**src/rtl/hc_sr04_scan_scheduler.sv**
```systemverilog
// hc_sr04_scan_scheduler
//   Round-robin scheduler for N HC-SR04 ultrasonic rangers that share one
//   echo-measurement datapath. Each slot triggers one sensor, waits for its
//   echo, converts the echo width to centimetres (saturating at MAX_CM), and
//   then pads the slot so consecutive trigger rising edges are PERIOD_US apart.
//
// Ports:
//   clk            system clock
//   reset          asynchronous, active-high reset
//   enable         level; high keeps scanning (sampled in IDLE and at slot end)
//   echo_in        raw asynchronous echo lines, one per sensor
//   trig_out       one-hot trigger pulses, at most one bit high
//   busy           high whenever a slot is in progress
//   result_valid   one-cycle strobe; result_* fields valid
//   result_sensor  sensor index of the latest result
//   result_cm      distance in cm (MAX_CM on timeout)
//   result_timeout 1 = no echo or echo over range

module hc_sr04_scan_scheduler #(
    parameter int unsigned N_SENSORS    = 4,
    parameter int unsigned IDX_W        = 2,
    parameter int unsigned CYC_PER_US   = 50,
    parameter int unsigned TRIG_US      = 10,
    parameter int unsigned ECHO_WAIT_US = 1000,
    parameter int unsigned CYC_PER_CM   = 2900,
    parameter int unsigned MAX_CM       = 400,
    parameter int unsigned CM_W         = 9,
    parameter int unsigned PERIOD_US    = 60000
) (
    input  logic                 clk,
    input  logic                 reset,
    input  logic                 enable,
    input  logic [N_SENSORS-1:0] echo_in,
    output logic [N_SENSORS-1:0] trig_out,
    output logic                 busy,
    output logic                 result_valid,
    output logic [IDX_W-1:0]     result_sensor,
    output logic [CM_W-1:0]      result_cm,
    output logic                 result_timeout
);

    localparam int unsigned TRIG_CYC   = TRIG_US * CYC_PER_US;
    localparam int unsigned WAIT_CYC   = ECHO_WAIT_US * CYC_PER_US;
    localparam int unsigned PERIOD_CYC = PERIOD_US * CYC_PER_US;
    localparam int unsigned TMR_MAX    = (TRIG_CYC > WAIT_CYC) ? TRIG_CYC : WAIT_CYC;
    localparam int unsigned TMR_W      = $clog2(TMR_MAX + 1);
    localparam int unsigned PER_W      = $clog2(PERIOD_CYC + 1);
    localparam int unsigned CYC_W      = $clog2(CYC_PER_CM + 1);

    localparam logic [TMR_W-1:0] TRIG_LAST = TMR_W'(TRIG_CYC - 1);
    localparam logic [TMR_W-1:0] WAIT_LAST = TMR_W'(WAIT_CYC - 1);
    localparam logic [PER_W-1:0] PER_LAST  = PER_W'(PERIOD_CYC - 1);
    localparam logic [CYC_W-1:0] CPC_LAST  = CYC_W'(CYC_PER_CM - 1);
    localparam logic [CM_W-1:0]  CM_MAX    = CM_W'(MAX_CM);
    localparam logic [CM_W-1:0]  CM_LAST   = CM_W'(MAX_CM - 1);
    localparam logic [IDX_W-1:0] IDX_LAST  = IDX_W'(N_SENSORS - 1);

    typedef enum logic [2:0] {IDLE, TRIG, WAIT_ECHO, MEASURE, GAP} state_t;

    state_t                state, state_n;
    logic [IDX_W-1:0]      idx, idx_n;
    logic [TMR_W-1:0]      tmr, tmr_n;
    logic [PER_W-1:0]      per, per_n;
    logic [CYC_W-1:0]      cyc, cyc_n;
    logic [CM_W-1:0]       cm, cm_n;
    logic [N_SENSORS-1:0]  echo_m, echo_s;
    logic                  echo_cur;
    logic                  emit;
    logic [CM_W-1:0]       emit_cm;
    logic                  emit_to;

    assign echo_cur = echo_s[idx];
    assign busy     = (state != IDLE);

    always_comb begin
        state_n = state;
        idx_n   = idx;
        tmr_n   = tmr;
        per_n   = per + PER_W'(1);
        cyc_n   = cyc;
        cm_n    = cm;
        emit    = 1'b0;
        emit_cm = cm;
        emit_to = 1'b0;
        case (state)
            IDLE: begin
                per_n = per;
                if (enable) begin
                    state_n = TRIG;
                    tmr_n   = '0;
                    per_n   = '0;
                end
            end
            TRIG: begin
                tmr_n = tmr + TMR_W'(1);
                if (tmr == TRIG_LAST) begin
                    state_n = WAIT_ECHO;
                    tmr_n   = '0;
                end
            end
            WAIT_ECHO: begin
                tmr_n = tmr + TMR_W'(1);
                if (echo_cur) begin
                    state_n = MEASURE;
                    cyc_n   = '0;
                    cm_n    = '0;
                end else if (tmr == WAIT_LAST) begin
                    state_n = GAP;
                    emit    = 1'b1;
                    emit_cm = CM_MAX;
                    emit_to = 1'b1;
                end
            end
            MEASURE: begin
                if (!echo_cur) begin
                    state_n = GAP;
                    emit    = 1'b1;
                end else if (cyc == CPC_LAST) begin
                    cyc_n = '0;
                    // The wrap that would take cm to MAX_CM ends the slot at once.
                    if (cm == CM_LAST) begin
                        state_n = GAP;
                        emit    = 1'b1;
                        emit_cm = CM_MAX;
                        emit_to = 1'b1;
                    end else begin
                        cm_n = cm + CM_W'(1);
                    end
                end else begin
                    cyc_n = cyc + CYC_W'(1);
                end
            end
            GAP: begin
                if (per >= PER_LAST) begin
                    idx_n = (idx == IDX_LAST) ? '0 : idx + IDX_W'(1);
                    if (enable) begin
                        state_n = TRIG;
                        tmr_n   = '0;
                        per_n   = '0;
                    end else begin
                        state_n = IDLE;
                    end
                end
            end
            default: state_n = IDLE;
        endcase
    end

    always_ff @(posedge clk or posedge reset) begin
        if (reset) begin
            state          <= IDLE;
            idx            <= '0;
            tmr            <= '0;
            per            <= '0;
            cyc            <= '0;
            cm             <= '0;
            echo_m         <= '0;
            echo_s         <= '0;
            trig_out       <= '0;
            result_valid   <= 1'b0;
            result_sensor  <= '0;
            result_cm      <= '0;
            result_timeout <= 1'b0;
        end else begin
            state        <= state_n;
            idx          <= idx_n;
            tmr          <= tmr_n;
            per          <= per_n;
            cyc          <= cyc_n;
            cm           <= cm_n;
            echo_m       <= echo_in;
            echo_s       <= echo_m;
            // Registered from the next state so the pulse is glitch-free and
            // coincides exactly with the cycles spent in TRIG.
            trig_out     <= (state_n == TRIG) ? (N_SENSORS'(1) << idx_n) : '0;
            result_valid <= emit;
            if (emit) begin
                result_sensor  <= idx;
                result_cm      <= emit_cm;
                result_timeout <= emit_to;
            end
        end
    end

endmodule

```
**config.mk**
```make
export PLATFORM = sky130hd
export DESIGN_NAME = hc_sr04_scan_scheduler
export DESIGN_NICKNAME = d
export VERILOG_FILES = /design/src/rtl/hc_sr04_scan_scheduler.sv
export SDC_FILE = /design/constraint.sdc
export NUM_CORES = 1
export LEC_CHECK = 0
export ABC_AREA = 1
export BUFFER_PORTS_ARGS = -buffer_cell sky130_fd_sc_hd__buf_4
export CAP_MARGIN = 20
export CORE_MARGIN = 2
export CORE_UTILIZATION = 50
export CTS_CLUSTER_DIAMETER = 40
export DETAILED_ROUTE_END_ITERATION = 10
export MAX_ROUTING_LAYER = met4
export PLACE_DENSITY = 0.77
export SLEW_MARGIN = 20
export SYNTH_ARGS = -nofsm -noshare
export SYNTH_HDL_FRONTEND = slang
export SYNTH_SLANG_ARGS = --single-unit
export TNS_END_PERCENT = 30
```
**constraint.sdc**
```tcl
create_clock -name clk -period 7.8 [get_ports clk]
set_input_delay 1.17 -clock clk [delete_from_list [all_inputs] [get_ports clk]]
set_output_delay 1.17 -clock clk [all_outputs]
set_load 0.02 [all_outputs]
```
After elaboration in Yosys (flattened, before gate mapping)
Cells that the tools add are included.

word-level totals
  output and inout port bits = 18
  bits of input ports = 7
  word-level logic and storage cells = 91
  register bits = 89

operators by class
  $add $sub $neg = 5
  shift operators = 1
  $lt $le $gt $ge = 2
  mux-type cells = 47
  equality and inequality tests = 16
  reduce and logical (&&, ||, !) cells = 7

operators with widths
  kind                     number
  $mux W9                  9
  $mux W22                 3
  $pmux W16 S4             1
  $mux W16                 3
  $pmux W22 S2             1
  $mux W12                 3
  $pmux W9 S2              2
  $mux W3                  8
  $pmux W12 S2             1
  $add A22 B1 Y22 const B  1
  $ge A22 B22 Y1 const B   1
  $add A16 B1 Y16 const B  1
  $eq A16 B16 Y1 const B   1
  $eq A16 B9 Y1 const B    1
  $pmux W3 S5              1
  $add A12 B1 Y12 const B  1
  $eq A12 B12 Y1 const B   1
  $ne A2 B2 Y1 const B     6
  $add A9 B1 Y9 const B    1
  $eq A9 B9 Y1 const B     1
  $mux W1                  8
  $eq A3 B1 Y1 const B     2
  $eq A3 B2 Y1 const B     2
  $mux W2                  3
  other kinds (15)         16

Longest topological paths before layout
  depth after elaboration = 7
  gate-level depth with buffers = 13
  mapped depth without buffers = 13

Least setup slack after synthesis
No wires, ideal clock.

  path type = input to register
  start point = input port enable
  end point = register per[21]
  data arrival time = 1.963 ns
  slack = 5.718 ns
  data required time = 7.681 ns
  buffers on the path = 1
  stages = 9
  library setup time = 0.119 ns
  path through = inv_1 nand3_2 buf_4 nand2_2 nor2_4 nand2_2 nor2_2 xnor2_1 nor2_1

between the ends
  longest elaborated chain between the ends = 3
  elaborated cells on any way between the ends = 4
  classes of those cells = eq/ne: 1; mux: 3

RTL lines
  item                  line  RTL
  from (decl)           32    input logic enable,
  $mux W22              136   if (enable) begin
  $mux W22              134   if (per >= PER_LAST) begin
  $pmux W22 S2          85    case (state)
  to (signal assigned)  168   per <= per_n;
  to (decl)             63    logic [PER_W-1:0] per, per_n;

Several ways; a longest one is shown, not always the timed one.
A chain may end at the register's enable or synchronous reset.

Final worst setup path
  start point = register state[0]
  end point = output port busy

between the ends
  longest elaborated chain between the ends = 1

RTL lines
  item                    line  RTL
  from (decl)             60    state_t state, state_n;
  from (signal assigned)  165   state <= state_n;
  $reduce_bool A3 Y1      73    assign busy = (state != IDLE);
  to (decl)               35    output logic busy,

Every way passes these cells.

==> results.cfg <==
[critical_path]
startpoint_type = register
end_kind = output pin
critPathRequiredTime_ps = 6630
cp_top_family = flip-flops
slowest_stage = dfrtp_1
path_buf_inv = 3
max_stage_delay_ps = 440
path_cells = nor2_2, inv_2, nor2_1, inv_1, buf_4
worstSetupPathType = register to output pin
arrival_ps = 1430
worst-path-max-fanout = 3

[logic_synthesis]
ys_seq_area_share_pct = 45.19
syn_nets = 630
syn_inst = 618
yosys_warnings = 0
avgSynthCellArea_sq_um = 7.975
ys_ff_latch = 89
synthesis.area_sq_um = 4928
yosysUniqueCellTypes = 44

[timing]
max_slew_margin_pct = 47.22
worstMarginPinSlew_ps = 791.7
fin_crit_ps = 2596
setup_violations = 0
fin_skew_ps = 14.34
tns_ps = 0
hold_violations = 0
setup_ws_ps = 5204
slew_viol_final = 0
fmax_mhz = 385.2
period_share_pct = 33.28
rsz0062_at_grt = no

[floorplanning]
initial_core_util_pct = 50.89
fp.dieH_um = 103.3
die_x_um = 103.3
fp.coreArea_sq_um = 9684
pin_count = 25
placement_rows = 36
die-area_sq_um = 10670

[layout]
syn2layout_area_growth_pct = 9.825
fillers = 886
fin_util_pct = 55.89
diodes = 0
drive_gt1_share_pct = 15.17
multi_input_area_sq_um = 2315
nNetsFinal = 654
seqCellArea_sq_um = 2227

[run_status]
status = completed

[clocking]
hold_buffers = 0
cts_resized = 0
clk_latency_ps = 370
clk_pin_slew_ps = 80
cts.htree.levels = 3
numCtsBuffers = 9
tritoncts = done
clockBufferDepth = 2
post_cts_buffers = 0
cts.sinks = 89
cts_root_buffer = clkbuf_8

[route]
avgViaCountPerCell = 5.264
firstDrtPassIters = 5
ant_nets = 0
drtIter0Drc = 181
dr_total_vias = 4101
drc = 0
routed_wl_um = 10150
wl_per_cell_um = 13.03

[pwr]
p_int_mw = 0.6464
pwr-share-seq_pct = 56.2
switching_share_pct = 21.63
combPwrFrac_pct = 1.7
static-leakage-power_nw = 2.553
p_switching_mw = 0.1784
finalPower_mw = 0.8248
p_clk_share_pct = 42.1
peakVddDrop_mv = 0.09841
p_per_area_nw_per_um2 = 152.4

[min_path]
hold_class = register to register

[place]
portBuffers = 24
dp_slack_ps = 5365
dp_hpwl_um = 7399
routabilityCongestion = 0.9078

[global_route]
antenna_found_initial = 0
grt_pass1_wl_um = 17890
grt_pass1_vias = 3919
grt_max_degree = 90
grtUsageTotal_pct = 21.92
gr-total-overflow = 0

[run]
cap_violations = 0
## final timing paths
| path | startpoint | to | slack (ps) | cells after the start |
|---|---|---|---|---|
| setup / recovery | state[0] | busy | 5200 | 5 |
| hold / removal | echo_m[0] | echo_s[0] | 350 | 0 |
| setup reg to reg | tmr[0] | result_sensor[1] | 5930 | 10 |
| hold reg to reg | echo_m[0] | echo_s[0] | 350 | 0 |
| max in group asynchronous | reset | result_sensor[1] | 6240 | 3 |
| min in group asynchronous | reset | per[8] | 1010 | 3 |
## layer usage
| layer | routed length (um) | global-route usage (%) |
|---|---|---|
| met4 | 145 | 6.883 |
| met1 | 4694 | 28.76 |
| met5 | 0 | - |
| met2 | 4841 | 35.01 |
| met3 | 466 | 3.629 |
## cell usage in the layout, fill, tap and decap left out, types with 3 or more instances in the layout
master / n
a21o_1: 6
a21oi_1: 19
buf_4: 24
clkbuf_8: 9
dfrtp_1: 89
ha_1: 5
inv_1: 61
inv_2: 15
nand2_1: 140
nand2_2: 12
nand2_4: 3
nand3_1: 52
nand3_2: 3
nand3b_1: 5
nand4_1: 13
nor2_1: 71
nor2_2: 8
nor2_4: 4
nor3_1: 18
nor4_1: 4
o211ai_1: 4
o21ai_0: 11
o21ai_1: 11
o22ai_1: 5
o31ai_1: 3
or2_2: 3
xnor2_1: 4
xor2_1: 21
## synth_stat cells, drive strengths merged
library cell	n	area, sq um
ha	5	62.56
o31ai	4	43.79
nor3	20	116.4
nor3b	1	7.510
o22ai	5	31.28
or2	3	18.77
nor2	84	381.6
dfrtp	89	2227
nor4	4	25.02
clkinv	1	8.760
clkbuf	2	8.750
inv	77	289.0
a21boi	1	7.510
xnor2	4	35.03
buf	10	80.07
nand4	14	93.84
xor2	21	183.9
nand3b	5	37.54
o21a	1	7.510
a211oi	1	7.510
a21o	6	45.04
o21bai	2	15.01
o211ai	4	30.03
a21oi	19	95.09
nand2	155	634.3
nand3	56	307.8
o21ai	24	127.6
## power by group through the flow
stage	sequential [mW]	combinational [mW]	clock, mW
CTS	0.464	0.0148	0.353
global placement	0.473	0.0143	0
detailed placement	0.473	0.0148	0
finish	0.464	0.0143	0.347
global route	0.464	0.0167	0.375
floorplan	0.473	0.00883	0
## layout make-up
type / count / share of cell area, %
multi-input cells: 439 / 42.76
flip-flops and latches: 89 / 41.15
inverters: 78 / 5.525
repair buffers: 25 / 3.537
well taps: 133 / 3.074
clock buffers: 9 / 2.288
clock inverters: 6 / 1.664
## state kept, by name (all words and copies together) (netlist names)
| register | cells |
|---|---|
| tmr | 16 |
| result_sensor | 2 |
| result_cm | 9 |
| trig_out | 4 |
| cyc | 12 |
| state | 3 |
| per | 22 |
| result_timeout | 1 |
| echo_m | 4 |
| echo_s | 4 |
| cm | 9 |
| idx | 2 |
| result_valid | 1 |
## logic make-up (layout without fill, tap and decap cells)
group           Yosys count  after routing  share of synthesized area (%)
xor+xnor                 25             25                          4.443
fa+ha+maj                 5              5                          1.269
compound gates           67             67                          8.327
buf+inv                  90            118                          7.844
flops                    89             89                          45.19
simple gates            342            342                          32.93
## per-stage QoR
step / area (sq um) / hold WS, ps / std cells
CTS: 5409 / 353.6 / 779
finish: 5413 / 351.6 / 779
detailed placement: 5195 / 334.7 / 764
floorplan: 4928 / 331.2 / 618
global placement: 5195 / 333.3 / 764
global route: 5413 / 362.9 / 779
Power figures use the tool's default switching activity.
